[config.mk]
export PLATFORM = sky130hd
export DESIGN_NAME = wb_pipe_stage_flat
export DESIGN_NICKNAME = d
export VERILOG_FILES = /design/src/rtl/wb_pipe_pkg.sv /design/src/rtl/wb_pipe_stage_if.sv /design/src/rtl/wb_skid_buf.sv /design/src/rtl/wb_pipe_stage.sv /design/src/flat_wrapper.sv
export SDC_FILE = /design/constraint.sdc
export NUM_CORES = 1
export LEC_CHECK = 0
export ABC_AREA = 0
export BUFFER_PORTS_ARGS = -buffer_cell sky130_fd_sc_hd__buf_2
export CORE_UTILIZATION = 24
export CTS_BUF_LIST = sky130_fd_sc_hd__clkbuf_8
export CTS_CLUSTER_SIZE = 12
export DETAILED_ROUTE_END_ITERATION = 12
export PLACE_DENSITY_LB_ADDON = 0.05
export SLEW_MARGIN = 20
export SYNTH_ARGS = -nofsm -noshare
export SYNTH_HDL_FRONTEND = slang
export SYNTH_SLANG_ARGS = --single-unit
[constraint.sdc]
create_clock -name clk -period 2.3 [get_ports clk]
set_clock_uncertainty 0.15 [all_clocks]
set_input_delay 0.345 -clock clk [delete_from_list [all_inputs] [get_ports clk]]
set_output_delay 0.345 -clock clk [all_outputs]
set_load 0.02 [all_outputs]
[src/rtl/wb_pipe_pkg.sv]
// Shared types and constants for the MEM->WB pipeline stage.
// Lane layout mirrors the default stage parameters.
package wb_pipe_pkg;

    localparam int WB_DATA_WIDTH = 32;
    localparam int WB_RF_WIDTH   = 5;
    localparam int WB_LANES      = 1;

    typedef struct packed {
        logic                     regWrite;
        logic [WB_RF_WIDTH-1:0]   regAddr;
        logic [WB_DATA_WIDTH-1:0] regDin;
    } wb_lane_t;

    typedef wb_lane_t [WB_LANES-1:0] wb_beat_t;

    localparam logic [WB_RF_WIDTH-1:0] RF_ZERO_ADDR = '0;

endpackage

[src/rtl/wb_pipe_stage_if.sv]
// MEM->WB beat bus: upstream beat plus downstream writeback beat.
// master drives the memory side and consumes writeback; slave is the stage.
interface wb_pipe_stage_if
    import wb_pipe_pkg::*;
#(
    parameter int DATA_WIDTH = 32,
    parameter int RF_WIDTH   = 5,
    parameter int LANES      = 1
);
    logic                        inValid;
    logic                        inReady;
    logic [LANES-1:0]            regWriteM;
    logic [LANES*RF_WIDTH-1:0]   regAddr3M;
    logic [LANES*DATA_WIDTH-1:0] regDin3M;

    logic                        outValid;
    logic                        outReady;
    logic [LANES-1:0]            regWriteW;
    logic [LANES*RF_WIDTH-1:0]   regAddr3W;
    logic [LANES*DATA_WIDTH-1:0] regDin3W;

    modport master (
        output inValid, regWriteM, regAddr3M, regDin3M, outReady,
        input  inReady, outValid, regWriteW, regAddr3W, regDin3W
    );

    modport slave (
        input  inValid, regWriteM, regAddr3M, regDin3M, outReady,
        output inReady, outValid, regWriteW, regAddr3W, regDin3W
    );
endinterface

[src/rtl/wb_skid_buf.sv]
// Generic 2-entry valid/ready skid buffer; main reg drives the output.
// inReady is purely registered so there is no comb path from out_ready_i.
module wb_skid_buf #(
    parameter int W = 8
) (
    input  logic         clk,
    input  logic         rst_n,
    input  logic         flush_i,
    input  logic         in_valid_i,
    output logic         in_ready_o,
    input  logic [W-1:0] in_data_i,
    output logic         out_valid_o,
    input  logic         out_ready_i,
    output logic [W-1:0] out_data_o
);
    logic         main_valid_q, main_valid_d;
    logic         skid_valid_q, skid_valid_d;
    logic [W-1:0] main_q, main_d;
    logic [W-1:0] skid_q, skid_d;
    logic         accept;
    logic         emit;

    assign in_ready_o  = ~skid_valid_q;
    assign out_valid_o = main_valid_q;
    assign out_data_o  = main_q;

    // flush blocks both handshakes for the cycle it is asserted
    assign accept = in_valid_i & ~skid_valid_q & ~flush_i;
    assign emit   = main_valid_q & out_ready_i & ~flush_i;

    // next-state: refill main from skid or input, overflow into skid
    always_comb begin
        main_valid_d = main_valid_q;
        skid_valid_d = skid_valid_q;
        main_d       = main_q;
        skid_d       = skid_q;
        if (flush_i) begin
            main_valid_d = 1'b0;
            skid_valid_d = 1'b0;
        end else if (emit && skid_valid_q) begin
            main_d       = skid_q;
            main_valid_d = 1'b1;
            skid_valid_d = 1'b0;
        end else if (accept && (!main_valid_q || emit)) begin
            main_d       = in_data_i;
            main_valid_d = 1'b1;
        end else if (accept) begin
            skid_d       = in_data_i;
            skid_valid_d = 1'b1;
        end else if (emit) begin
            main_valid_d = 1'b0;
        end
    end

    // state registers; data of an emptied main reg is held
    always_ff @(posedge clk or negedge rst_n) begin
        if (!rst_n) begin
            main_valid_q <= 1'b0;
            skid_valid_q <= 1'b0;
            main_q       <= '0;
            skid_q       <= '0;
        end else begin
            main_valid_q <= main_valid_d;
            skid_valid_q <= skid_valid_d;
            main_q       <= main_d;
            skid_q       <= skid_d;
        end
    end
endmodule

[src/rtl/wb_pipe_stage.sv]
// MEM->WB stage: lane packing, x0 write gating, flush, skid buffering.
// Optional forward compare on the main reg under WB_PIPE_FWD_EN.
module wb_pipe_stage
    import wb_pipe_pkg::*;
#(
    parameter int DATA_WIDTH = 32,
    parameter int RF_WIDTH   = 5,
    parameter int LANES      = 1
) (
    input  logic                  clk,
    input  logic                  rst_n,
    input  logic                  flush,
`ifdef WB_PIPE_FWD_EN
    input  logic [RF_WIDTH-1:0]   fwdAddr,
    output logic                  fwdHit,
    output logic [DATA_WIDTH-1:0] fwdData,
`endif
    wb_pipe_stage_if.slave        bus
);
    typedef struct packed {
        logic                  regWrite;
        logic [RF_WIDTH-1:0]   regAddr;
        logic [DATA_WIDTH-1:0] regDin;
    } lane_t;

    localparam int BEAT_W = LANES * $bits(lane_t);
    localparam logic [RF_WIDTH-1:0] ZERO_ADDR = RF_WIDTH'(RF_ZERO_ADDR);

    lane_t [LANES-1:0] in_beat;
    lane_t [LANES-1:0] out_beat;
    logic  [LANES-1:0] wr_w;
    logic              out_valid;
    logic              in_ready;

    // pack the flat per-lane buses into one beat
    always_comb begin
        in_beat = '0;
        for (int i = 0; i < LANES; i++) begin
            in_beat[i].regWrite = bus.regWriteM[i];
            in_beat[i].regAddr  = bus.regAddr3M[i*RF_WIDTH +: RF_WIDTH];
            in_beat[i].regDin   = bus.regDin3M[i*DATA_WIDTH +: DATA_WIDTH];
        end
    end

    wb_skid_buf #(
        .W (BEAT_W)
    ) u_skid (
        .clk         (clk),
        .rst_n       (rst_n),
        .flush_i     (flush),
        .in_valid_i  (bus.inValid),
        .in_ready_o  (in_ready),
        .in_data_i   (in_beat),
        .out_valid_o (out_valid),
        .out_ready_i (bus.outReady),
        .out_data_o  (out_beat)
    );

    assign bus.inReady  = in_ready;
    assign bus.outValid = out_valid;

    // unpack main reg; x0 writes are squashed here
    always_comb begin
        wr_w          = '0;
        bus.regAddr3W = '0;
        bus.regDin3W  = '0;
        for (int i = 0; i < LANES; i++) begin
            wr_w[i] = out_valid & out_beat[i].regWrite
                    & (out_beat[i].regAddr != ZERO_ADDR);
            bus.regAddr3W[i*RF_WIDTH +: RF_WIDTH]       = out_beat[i].regAddr;
            bus.regDin3W[i*DATA_WIDTH +: DATA_WIDTH]    = out_beat[i].regDin;
        end
    end

    assign bus.regWriteW = wr_w;

`ifdef WB_PIPE_FWD_EN
    // later lanes override earlier ones; x0 never has wr_w set
    always_comb begin
        fwdHit  = 1'b0;
        fwdData = '0;
        for (int i = 0; i < LANES; i++) begin
            if (wr_w[i] && (out_beat[i].regAddr == fwdAddr)) begin
                fwdHit  = 1'b1;
                fwdData = out_beat[i].regDin;
            end
        end
    end
`endif
endmodule

[src/flat_wrapper.sv]
// flat-port wrapper written by rule: the top's interface ports become plain ports
module wb_pipe_stage_flat import wb_pipe_pkg::*;
#(
    parameter int DATA_WIDTH = 32,
    parameter int RF_WIDTH   = 5,
    parameter int LANES      = 1
)
  (clk, rst_n, flush, bus_inValid, bus_regWriteM, bus_regAddr3M, bus_regDin3M, bus_outReady, bus_inReady, bus_outValid, bus_regWriteW, bus_regAddr3W, bus_regDin3W);
  wb_pipe_stage_if #(.DATA_WIDTH(DATA_WIDTH), .RF_WIDTH(RF_WIDTH), .LANES(LANES)) bus_i ();
  input  logic clk;
  input  logic rst_n;
  input  logic flush;
  input wire logic [$bits(bus_i.inValid)-1:0] bus_inValid;
  input wire logic [$bits(bus_i.regWriteM)-1:0] bus_regWriteM;
  input wire logic [$bits(bus_i.regAddr3M)-1:0] bus_regAddr3M;
  input wire logic [$bits(bus_i.regDin3M)-1:0] bus_regDin3M;
  input wire logic [$bits(bus_i.outReady)-1:0] bus_outReady;
  output wire logic [$bits(bus_i.inReady)-1:0] bus_inReady;
  output wire logic [$bits(bus_i.outValid)-1:0] bus_outValid;
  output wire logic [$bits(bus_i.regWriteW)-1:0] bus_regWriteW;
  output wire logic [$bits(bus_i.regAddr3W)-1:0] bus_regAddr3W;
  output wire logic [$bits(bus_i.regDin3W)-1:0] bus_regDin3W;
  assign bus_i.inValid = bus_inValid;
  assign bus_i.regWriteM = bus_regWriteM;
  assign bus_i.regAddr3M = bus_regAddr3M;
  assign bus_i.regDin3M = bus_regDin3M;
  assign bus_i.outReady = bus_outReady;
  assign bus_inReady = bus_i.inReady;
  assign bus_outValid = bus_i.outValid;
  assign bus_regWriteW = bus_i.regWriteW;
  assign bus_regAddr3W = bus_i.regAddr3W;
  assign bus_regDin3W = bus_i.regDin3W;
  wb_pipe_stage #(.DATA_WIDTH(DATA_WIDTH), .RF_WIDTH(RF_WIDTH), .LANES(LANES)) u_core (.clk(clk), .rst_n(rst_n), .flush(flush), .bus(bus_i));
endmodule
# Word level (Yosys, flattened, before mapping)
# Index checks and enable logic that the tools add are counted.
totals:
  ff_bits: 78
  output_inout_bits: 40
op_classes:
  eq_ne: 2
  n_mux: 11
  bitwise_logic: 10
  reduce_logical: 12
ops:
  columns: ["cell", "count"]
  rows:
  - ["two-way mux 38 bit", 2]
  - ["two-way mux 1 bit", 9]
  - ["bitwise AND 1 bit", 6]
  - ["AND reduction 2 bit", 3]
  - ["nonzero test 5 bit", 1]
  - ["inequality test 4 x 2 -> 1 bit, second input constant", 1]
  - ["NOT 1 bit", 4]
  - ["AND reduction 4 bit", 1]
  - ["nonzero test 4 bit", 1]
  - ["inequality test 3 bit, second input constant", 1]
  - ["nonzero test 3 bit", 1]
  - ["logical AND 1 bit", 2]
  - ["nonzero test 2 bit", 1]
  - ["zero test 1 bit", 1]
  - ["logical OR 1 bit", 1]

# Longest topological paths before layout
# Gate-level depths: netlist of the first run.
depth:
  word_depth: 7
  depth_mapped: 5
  ltp_nobuf: 3

# Hierarchy
# From an unflattened synthesis of the first run, not the netlist that was laid out.
unflattened:
  cells_unflattened: 216
  area_unflattened_um2: 3560.9
by_module_without_submodules:
  columns: ["module", "instances", "cells_per_inst", "area_per_inst_um2", "seq_area_each_um2"]
  rows:
  - ["wb_skid_buf", 1, 214, 3544.6, 1951.9]
  - ["wb_pipe_stage", 1, 2, 16.3, 0.0]

# Worst setup path before layout of the first run
# No wires, ideal clock.
synth_timing:
  path_type: "flip-flop to flip-flop"
  startpoint: "register u_core.u_skid.main_valid_q (netlist: u_core.u_skid.out_valid_o)"
  endpoint: "register u_core.u_skid.main_q[0] (netlist: u_core.u_skid.out_data_o[0])"
  setup_ps: 125
  arrival_time_ps: 1684
  required_ps: 2025
  path_slack_ps: 341
  path_stages_with_launch: 6
  n_path_buf: 2
  synth_period_minus_slack_ps: 1959
  cell_sequence: "dfrtp_1 -> nor2b_1 -> a2111oi_2 -> buf_4 -> buf_8 -> mux2_4"
synth_via:
  elab_chain_len: 6
  word_cells_on_any_way: 9
  classes_between: "mux (1); bitwise (2); reduce/logical (6)"
synth_lines:
  columns: ["item", "line", "rtl"]
  rows:
  - ["from (decl)", "wb_skid_buf.sv:16", "logic main_valid_q, main_valid_d;"]
  - ["from (signal assigned)", "wb_skid_buf.sv:63", "main_valid_q <= main_valid_d;"]
  - ["bitwise AND 1 bit (2 in a row)", "wb_skid_buf.sv:29", "assign emit = main_valid_q & out_ready_i & ~flush_i;"]
  - ["logical OR 1 bit", "wb_skid_buf.sv:44", "end else if (accept && (!main_valid_q || emit)) begin"]
  - ["logical AND 1 bit", "wb_skid_buf.sv:44", null]
  - ["nonzero test 2 bit (no line)", null, null]
  - ["AND reduction 2 bit (no line)", null, null]
  - ["to (signal assigned)", "wb_skid_buf.sv:65", "main_q <= main_d;"]
  - ["to (decl)", "wb_skid_buf.sv:18", "logic [W-1:0] main_q, main_d;"]
# Several ways; a longest one is shown, not always the timed one.
# A chain may end at the register's enable or synchronous reset.

# Worst setup path after layout of the first run
layout_timing:
  startpoint: "register u_core.u_skid.main_q[33] (netlist: u_core.u_skid.out_data_o[33])"
  endpoint: "output bus_regWriteW"
layout_via:
  elab_chain_len: 2
layout_lines:
  columns: ["item", "line", "rtl"]
  rows:
  - ["nonzero test 5 bit", "wb_pipe_stage.sv:69", "& (out_beat[i].regAddr != ZERO_ADDR);"]
  - ["bitwise AND 1 bit", "wb_pipe_stage.sv:69", null]
  - ["to (decl)", "flat_wrapper.sv:20", "output wire logic [$bits(bus_i.regWriteW)-1:0] bus_regWriteW;"]
# Every way passes these cells.

==> results of run 1 <==
==> stage by stage <==
step                      area [um^2]  utilization  instances
after floorplan                  3782            -        255
after global placement           4209       0.2748        505
after detailed placement         4209       0.2748        505
after CTS                        4453       0.2908        522
after global routing             4453       0.2908        522
final                            4453       0.2908        522
==> flip-flops by register name (all words and copies together) (netlist names) <==
| register | cells |
|---|---|
| u_core.u_skid.skid_valid_q | 1 |
| u_core.u_skid.skid_q | 38 |
| u_core.u_skid.out_valid_o | 1 |
| u_core.u_skid.out_data_o | 38 |
==> area by class of cell <==
class                   count  area, um^2  share of cell area
flip-flops and latches     78        1952              0.4383
multi-input cells         126        1465              0.3290
repair buffers             89       530.5              0.1191
well taps                 211       264.0             0.05929
clock buffers              12       165.2             0.03709
clock inverters             4       68.82             0.01545
inverters                   2       7.507            0.001686
==> critical path, stage by stage, from the launching register on <==
cell and delay (ps):
dfrtp_1 400, or3_1 420, o311a_1 320, buf_2 160
==> cells by family after synthesis <==
| family | share of synthesized area |
|---|---|
| DFF | 0.5160 |
| and+or+nand+nor | 0.01059 |
| muxes | 0.3592 |
| AOI/OAI and AO/OA | 0.01257 |
| buffers and inverters | 0.1016 |
==> cell usage in the layout (no fill, tap or decap) <==
| cell | netlist | layout |
|---|---|---|
| bufinv_16 | 0 | 2 |
| clkbuf_8 | 0 | 12 |
| buf_12 | 0 | 5 |
| inv_1 | 2 | 3 |
| nor2b_1 | 1 | 1 |
| nor4b_2 | 0 | 1 |
| a21oi_1 | 2 | 2 |
| dfrtp_1 | 78 | 78 |
| o311a_1 | 1 | 1 |
| nand2b_1 | 1 | 1 |
| buf_2 | 4 | 81 |
| o21ai_0 | 1 | 1 |
| a211oi_1 | 1 | 1 |
| mux2_2 | 74 | 74 |
| clkinv_2 | 0 | 1 |
| mux2_4 | 20 | 20 |
| dlygate4sd3_1 | 0 | 1 |
| nand4b_1 | 1 | 1 |
| a2111oi_4 | 0 | 1 |
| or3_1 | 1 | 1 |
| buf_4 | 40 | 2 |
| nor2_1 | 1 | 1 |
| mux2_1 | 20 | 20 |
==> routing by layer <==
layer,vias to the layer above,GRT usage,part of all wire
met2,60,0.1704,0.45
li1,966,-,-
met5,-,0,0.0016
met4,2,0.03571,0.013
met3,7,0.05193,0.070
met1,1025,0.1367,0.47
==> worst max path at each step <==
stage	start	endpoint	slack [ps]	cells past startpoint
after global routing	u_core.u_skid.out_data_o[33]	bus_regWriteW	70	3
after detailed placement	u_core.u_skid.out_valid_o	u_core.u_skid.out_data_o[21]	290	4
after floorplan	u_core.u_skid.out_valid_o	u_core.u_skid.out_data_o[0]	340	5
after CTS	u_core.u_skid.out_data_o[33]	bus_regWriteW	80	3
after global placement	u_core.u_skid.out_valid_o	u_core.u_skid.out_data_o[20]	320	4
final	u_core.u_skid.out_data_o[33]	bus_regWriteW	140	3
==> repair_timing <==
item                                   in CTS  in global routing
endpoints found under the hold margin      24                  0
setup buffers                               0                  0
hold buffers                                1                  0
==> where the power goes <==
group | internal [mW] | leakage (nW) | switching, mW
logic | 0.474 | 0.937 | 0.421
clock network | 0.695 | 0.124 | 0.523
registers | 1.70 | 0.939 | 0.169
==> metrics.txt, run 1 <==
status completed; largest net degree at the start of global routing 41; area grow syn2layout 17.73%; count leader, synth dfrtp_1; TritonCTS Buffers 9; WP data arrival roughly 1700 ps; Post-CTS Resized 0; initial DRC count 35; mean post-synth cell area roughly 15 um^2; Post-synth ARST share 1.000; Post-Route WL around 8100 um; unrepaired setup endpoints after global routing no; DRT Pass-1 Iters 4; final hold slack 71.73 ps; peak supply drop 0.0004810 V; P per Cell Area 894.7 nW/um^2; placed wire-length estimate 5097 um; R2R depth 4; Slew Viols, Final 0; CP max FO 3; Power, Total ~4 mW; worst setup path class register to output port; cell taking the most area after synthesis dfrtp_1; min-delay worst type input pin to register; CP required 1800 ps; Finish-stage setup viols 0; CTS tree done; clock latency at the later pin of the worst-skew pair around 360 ps; Longest Clk Path Bufs 2; Via density 3.946; Endpoint, Worst Hold u_core.u_skid.skid_q[19]; post-route ant nets 0; leakage around 2 nW; CP Launch Type register; Die W 127.5 um; max-cap violation count 0; Total GRT Usage 0.1108; crit end category output port; setup slack after layout 144.7 ps; synthesized area 3782 um^2; Slew headroom 0.7105; number of remaining DRC errors 0; Primary FF master, synth dfrtp_1; IO Port Bufs a little over 80; Distinct cells, synth 21; fin nets 349; Worst-Margin Slew 434.3 ps; r2r startpoint u_core.u_skid.out_valid_o; vias in the first global route about 2200; die area 16270 um^2; crit path time final 2155 ps; Worst-path clk slew about 80 ps; clk sink count 78; Reg2Reg Setup Slack 290 ps; Setup WS pre-CTS 287.5 ps; IO Count 83; Synthesized Nets 298; grt ovf 0; Seq/Total Area, Yosys 0.5160; vias 2060; Starting Density 0.2470; row count 45; initial antenna violation count 1; core footprint 15310 um^2; Hold Path Stages 2; setup_tns 0 ps; top cell type's share of synthesized area 0.5160; Die Y 127.5 um; list of most frequent post-synthesis cells dfrtp_1 (78), mux2_2 (74), buf_4 (40), mux2_1 (20), mux2_4 (20); FF-to-FF End u_core.u_skid.out_data_o[20]; first-pass GRT wire length 12980 um; Final GP Congestion 0.6478; fmax 464.0 MHz; Ys Warns 0; antenna cells 0; Avg WL per Cell approximately 16 um; hold_sp bus_regDin3M[19]; Mapped Cells 255; Seq cells post-synth slightly below 80; top cells by area, synth dfrtp_1 (52%), mux2_2 (22%), buf_4 (7.9%); CTS root buffer clkbuf_8; Fin. Hold Viols 0; ratio of cells with drive above 1 in the final layout 0.6399; fillcell total 1609; H-Tree Depth 3; Post-synth EDFFs 0; Final period util 0.9371
(Power assumes the default switching activity.)
==> run 2: changes to the inputs <==
==> constraint.sdc (replaced) <==
create_clock -name clk -period 1.9 [get_ports clk]
set_clock_uncertainty 0.15 [all_clocks]
set_input_delay 0.285 -clock clk [delete_from_list [all_inputs] [get_ports clk]]
set_output_delay 0.285 -clock clk [all_outputs]
set_load 0.02 [all_outputs]
==> run 2 against run 1 <==
- critical endpoint unchanged
- cell count up 10%
- clock-buffer cell count down 2
- power up 17%
- the run now ends with negative setup slack left
- largest power group unchanged
==> metrics.txt, run 2 (synthesis gave the netlist of run 1 again) <==
placed wire-length estimate 5593 um (+9.7%); Worst-path clk slew 80 ps (about the same); antenna cells 0 (unchanged); max-cap violation count 0 (unchanged); Fin. Hold Viols 0 (unchanged); Starting Density 0.2470 (unchanged); Total GRT Usage 0.1131 (+0.002323); setup slack after layout -114.9 ps (-259.6 ps); initial DRC count 47 (+34%); Finish-stage setup viols 1 (+1); clock latency at the later pin of the worst-skew pair 360 ps (about the same); vias 2278 (+11%); initial antenna violation count 1 (unchanged); unrepaired setup endpoints after global routing yes; status finished with violations; failing checks negative setup slack; die area 16270 um^2 (unchanged); peak supply drop 0.0003003 V (-38%); Final period util 1.060; DRT Pass-1 Iters 4 (unchanged); commonest non-fill, non-tap cell in the layout buf_2; core footprint 15310 um^2 (unchanged); Setup WS pre-CTS -52.56 ps (-340.1 ps); Worst-Margin Slew 391.7 ps (-42.58 ps); largest net degree at the start of global routing 34 (-17%); CP max FO 2 (-1); Avg WL per Cell 15.12 um (-3.1%); P per Cell Area 914.6 nW/um^2 (+2.2%); Slew headroom 0.7388 (+0.02838); Slew Viols, Final 0 (unchanged); post-route ant nets 0 (unchanged); H-Tree Depth 3 (unchanged); IO Count 83 (unchanged); vias in the first global route 2406 (+7.1%); IO Port Bufs 82 (unchanged); ratio of cells with drive above 1 in the final layout 0.5973 (-0.04261); fmax just under 500 MHz; row count 45 (unchanged); fin util 0.3322 (+0.04142); worst setup path class register to output port; fin nets 403 (+15%); Worst path slowest cell or3_4; Longest Clk Path Bufs 2 (unchanged); CTS tree done; Via density 3.955 (+0.22%); CP max stage delay 390 ps (-30 ps); crit path time final 2015 ps; WP data arrival 1580 ps (-80 ps); Die W 127.5 um (unchanged); leakage 2.312 nW (+16%); Reg2Reg Setup Slack 20 ps (-270 ps); Post-Route WL 8708 um (+7.0%); CTS root buffer clkbuf_8; CP Launch Type register; Final GP Congestion 0.6352 (-1.9%); min-delay worst type input pin to register; Power, Total 4.653 mW (+17%); CP required 1460 ps (-340 ps); TritonCTS Buffers 9 (unchanged); clk sink count 78 (unchanged); first-pass GRT wire length 13510 um (+4.1%); Die Y 127.5 um (unchanged); worst-path cell chain or3_4 > o311a_1 > buf_6; number of remaining DRC errors 0 (unchanged); crit end category output port; area grow syn2layout 34.50%; most frequent cells in the layout buf_2 (81), dfrtp_1 (76), mux2_2 (53), mux2_4 (41), dlygate4sd3_1 (36); grt ovf 0 (unchanged)
-- run 2: cell count changes in the layout (fill, tap and decap cells not counted), moves of 2 or more --
cell           change
bufinv_16          -2
dfrtp_2            +2
dfrtp_1            -2
buf_12             +4
clkbuf_16          +2
mux2_4            +21
clkbuf_8           -2
buf_6              +5
buf_4              +7
dlygate4sd3_1     +35
mux2_2            -21
inv_1              +4
-- run 2: repair_timing --
action                                  CTS  global route
endpoints found under the hold margin    52             4
pin swaps                                 1             2
endpoints found under the setup margin   51            52
buffers inserted                          2             2
gates resized for setup                   6            27
cloned                                    0             3
hold buffers                             32             4
-- run 2: worst paths after layout --
check	start	end	cells past startpoint
max	u_core.u_skid.out_data_o[33]	bus_regWriteW	3
min	bus_regDin3M[13]	u_core.u_skid.skid_q[13]	2
max reg2reg	u_core.u_skid.skid_valid_q	u_core.u_skid.skid_q[12]	5
min reg2reg	u_core.u_skid.skid_q[31]	u_core.u_skid.skid_q[31]	1
max in group asynchronous	rst_n	u_core.u_skid.skid_q[23]	3
min in group asynchronous	rst_n	u_core.u_skid.skid_q[3]	2
-- run 2: critical path: cells and delay by family (launching register included) --
kind	cells	cell delay, ps
and+or+nand+nor	1	390
buffers and inverters	1	140
DFF	1	380
AOI/OAI and AO/OA	1	310
-- run 2: stage by stage --
stage | setup TNS, ps | cells | hold WS [ps] | cell area [um^2]
finish | -114.9 | 576 | 22.49 | 5087
global route | -480.4 | 576 | -1.114 | 5087
CTS | -158.6 | 567 | 1.029 | 4875
detailed placement | -1116 | 517 | 87.27 | 4350
global placement | -100.9 | 517 | 89.54 | 4350
floorplan | 0 | 255 | -160.6 | 3784
-- run 2: report_power, final --
part           internal, mW  switching [mW]
sequential             2.06           0.208
combinational         0.746           0.547
clock                 0.485           0.603
-- run 2: cell type report --
type | count | area [um^2]
Clock buffer | 10 | 137.6
Clock inverter | 6 | 23.77
Fill cell | 1579 | 10230
Inverter | 2 | 7.507
Multi-Input combinational cell | 126 | 1565
Sequential cell | 78 | 1954
Tap cell | 211 | 264.0
Timing Repair Buffer | 143 | 1135
-- run 2: metal layers --
metal / up-vias / share of wire / global-route usage
li1: 1069 / - / -
met1: 1143 / 0.47 / 0.1421
met2: 58 / 0.46 / 0.1720
met3: 8 / 0.062 / 0.05067
met4: 0 / 0.012 / 0.03782
met5: - / 0 / 0
==> run 3: changes to the inputs <==
--- a/config.mk
+++ b/config.mk
@@ -7,7 +7,7 @@
 export LEC_CHECK = 0
 export ABC_AREA = 0
 export BUFFER_PORTS_ARGS = -buffer_cell sky130_fd_sc_hd__buf_2
-export CORE_UTILIZATION = 24
+export CORE_UTILIZATION = 34
 export CTS_BUF_LIST = sky130_fd_sc_hd__clkbuf_8
 export CTS_CLUSTER_SIZE = 12
 export DETAILED_ROUTE_END_ITERATION = 12
==> run 3 against run 2 <==
- the run still ends with negative setup slack left
- worst setup slack gained 5.3 ps
- clock power grew 26%
- flip-flop and latch count is the same
- via count shrank 5.0%
- hold slack lost 4.3 ps
- cell area shrank 8.3%
- sequential power is essentially flat
- largest cell class unchanged
- sequential share of layout area grew 3.5 points
- global-route usage grew 3.0 points
==> metrics.txt, run 3 (synthesis gave the netlist of run 1 again) <==
Post-Route WL 8161 um (-6.3%); vias in the first global route 2315 (-3.8%); Total GRT Usage 0.1435 (+0.03042); CP max stage delay 400 ps (about the same); H-Tree Depth 3 (unchanged); CP bufs+invs 1 (unchanged); GR Util met1 0.1914 (+0.04938); placed wire-length estimate 4927 um (-12%); number of remaining DRC errors 0 (unchanged); worst-path cell chain or3_4 > o311a_1 > buf_6; initial DRC count 37 (-21%); most frequent cells in the layout buf_2 (80), dfrtp_1 (76), mux2_2 (55), mux2_4 (39), mux2_1 (20); CP required 1460 ps (about the same); Cells after DPL 439 (-15%); grt met3 use 0.03753 (-0.01314); Slew Viols, Final 0 (unchanged); Reg2Reg Setup Slack -40 ps (-60 ps); worst setup path class register to output port; vias 2165 (-5.0%); Final period util 1.058 (-0.002806); CP top delay family flip-flops; max-cap violation count 0 (unchanged); ratio of cells with drive above 1 in the final layout 0.6727 (+0.07547); CTS root buffer clkbuf_8; Worst-Margin Slew 543.2 ps (+151.5 ps); Worst-path clk slew 80 ps (about the same); Starting Density 0.3489 (+0.1019); Worst path slowest cell dfrtp_1; grt ovf 0 (unchanged); WP data arrival 1570 ps (about the same); setup slack after layout -109.6 ps (+5.332 ps); Slew headroom 0.6379 (-0.1010); CP Launch Type register; largest net degree at the start of global routing 38 (+12%); Die Y 107.5 um (-16%); unrepaired setup endpoints after global routing yes; Most Used Layer, Global Route met2; Fin. Hold Viols 0 (unchanged); fin nets 368 (-8.7%); final non-filler cell total 470 (-18%); Logic pwr share 0.250 (-0.028); Endpoint, Worst Hold u_core.u_skid.skid_q[16]; fillcell total 1027 (-35%); commonest non-fill, non-tap cell in the layout buf_2; Reg power frac 0.467 (-0.021); IO Count 83 (unchanged); Power, Total 4.858 mW (+4.4%); antenna cells 0 (unchanged); crit end category output port; Finish-stage setup viols 17 (+16); area grow syn2layout 23.39%; Via density 4.606 (+16%); Int Pwr 3.502 mW (+6.3%); crit path time final 2010 ps (-5.332 ps); core footprint 10840 um^2 (-29%); IO Port Bufs 82 (unchanged); Longest Clk Path Bufs 2 (unchanged); Clock power frac 0.283 (+0.049); Avg WL per Cell 17.36 um (+15%); initial antenna violation count 0 (-1); fmax 497.6 MHz (+0.27%); post-route ant nets 0 (unchanged); switching part of the total 0.2792 (-0.01276); FF-to-FF End u_core.u_skid.out_data_o[21]; Final GP Congestion 0.6674 (+5.1%); die area 11550 um^2 (-29%); clk sink count 78 (unchanged); TritonCTS Buffers 9 (unchanged); peak supply drop 0.0003421 V (+14%); hold_sp bus_regDin3M[16]; P per Cell Area 1041 nW/um^2 (+14%); fin util 0.4305 (+0.09833); min-delay worst type input pin to register; final hold slack 18.22 ps (-4.275 ps); Hold Path Stages 2 (unchanged); met2 Resource Use GR 0.2111 (+0.03909); Die W 107.5 um (-16%); row count 38 (-16%); clock latency at the later pin of the worst-skew pair 360 ps (about the same); DRT Pass-1 Iters 5 (+1); sw power 1.356 mW (-0.16%); R2R depth 5 (unchanged); status finished with violations; leakage 2.193 nW (-5.1%); r2r startpoint u_core.u_skid.skid_valid_q; failing checks negative setup slack; Setup WS pre-CTS -3.676 ps (+48.89 ps); CP max FO 2 (unchanged); CTS tree done; first-pass GRT wire length 12140 um (-10%)
==> run 3: worst max path at each step <==
stage	depth (start not counted)	slack, ps	endpoint	startpoint
global placement	4	9	u_core.u_skid.out_data_o[11]	u_core.u_skid.skid_valid_q
floorplan	5	30	u_core.u_skid.skid_q[17]	u_core.u_skid.skid_valid_q
detailed placement	4	-4	u_core.u_skid.out_data_o[12]	u_core.u_skid.skid_valid_q
global route	3	-150	bus_regWriteW	u_core.u_skid.out_data_o[32]
CTS	3	-130	bus_regWriteW	u_core.u_skid.out_data_o[33]
finish	3	-110	bus_regWriteW	u_core.u_skid.out_data_o[32]
==> run 3: worst register-to-register path, cell delays in order, from the launching register on <==
cell and delay, ps:
dfrtp_2 450, nor2b_4 140, a2111oi_4 390, buf_4 210, clkbuf_16 170, mux2_4 300
==> run 3: power by group through the flow <==
| stage | Sequential [mW] | Clock, mW | Combinational [mW] |
|---|---|---|---|
| finish | 2.27 | 1.37 | 1.21 |
| floorplan | 2.24 | 0 | 1.00 |
| CTS | 2.27 | 1.43 | 1.14 |
| global route | 2.33 | 1.49 | 1.31 |
| detailed placement | 2.30 | 0 | 1.10 |
| global placement | 2.29 | 0 | 1.08 |
==> run 3: area by class of cell <==
| type | count | area, um^2 | share of cell area |
|---|---|---|---|
| multi-input cells | 126 | 1565 | 0.3354 |
| repair buffers | 108 | 749.5 | 0.1606 |
| inverters | 2 | 7.507 | 0.001609 |
| flip-flops and latches | 78 | 1954 | 0.4188 |
| well taps | 140 | 175.2 | 0.03753 |
| clock buffers | 10 | 137.6 | 0.02949 |
| clock inverters | 6 | 77.57 | 0.01662 |
==> run 3: timing repair <==
| item | CTS | global route |
|---|---|---|
| pin swaps | 1 | 2 |
| gates cloned | 1 | 4 |
| endpoints found under the setup margin | 34 | 46 |
| hold buffers | 1 | 0 |
| setup buffers | 2 | 8 |
| endpoints found under the hold margin | 35 | 0 |
| resized for setup | 6 | 32 |
==> run 3: metal layers <==
metal  share of wire  up-vias
li1                -      999
met1            0.48     1098
met2            0.44       55
met3           0.055       13
met4           0.022        0
met5               0        -
==> run 3: metrics by stage <==
stage          TNS, ps  instance area (um^2)
6_report        -524.4                  4667
3_5_place_dp    -8.781                  4146
5_1_grt          -1422                  4667
4_1_cts         -953.1                  4447
3_3_place_gp         0                  4146
2_1_floorplan        0                  3784
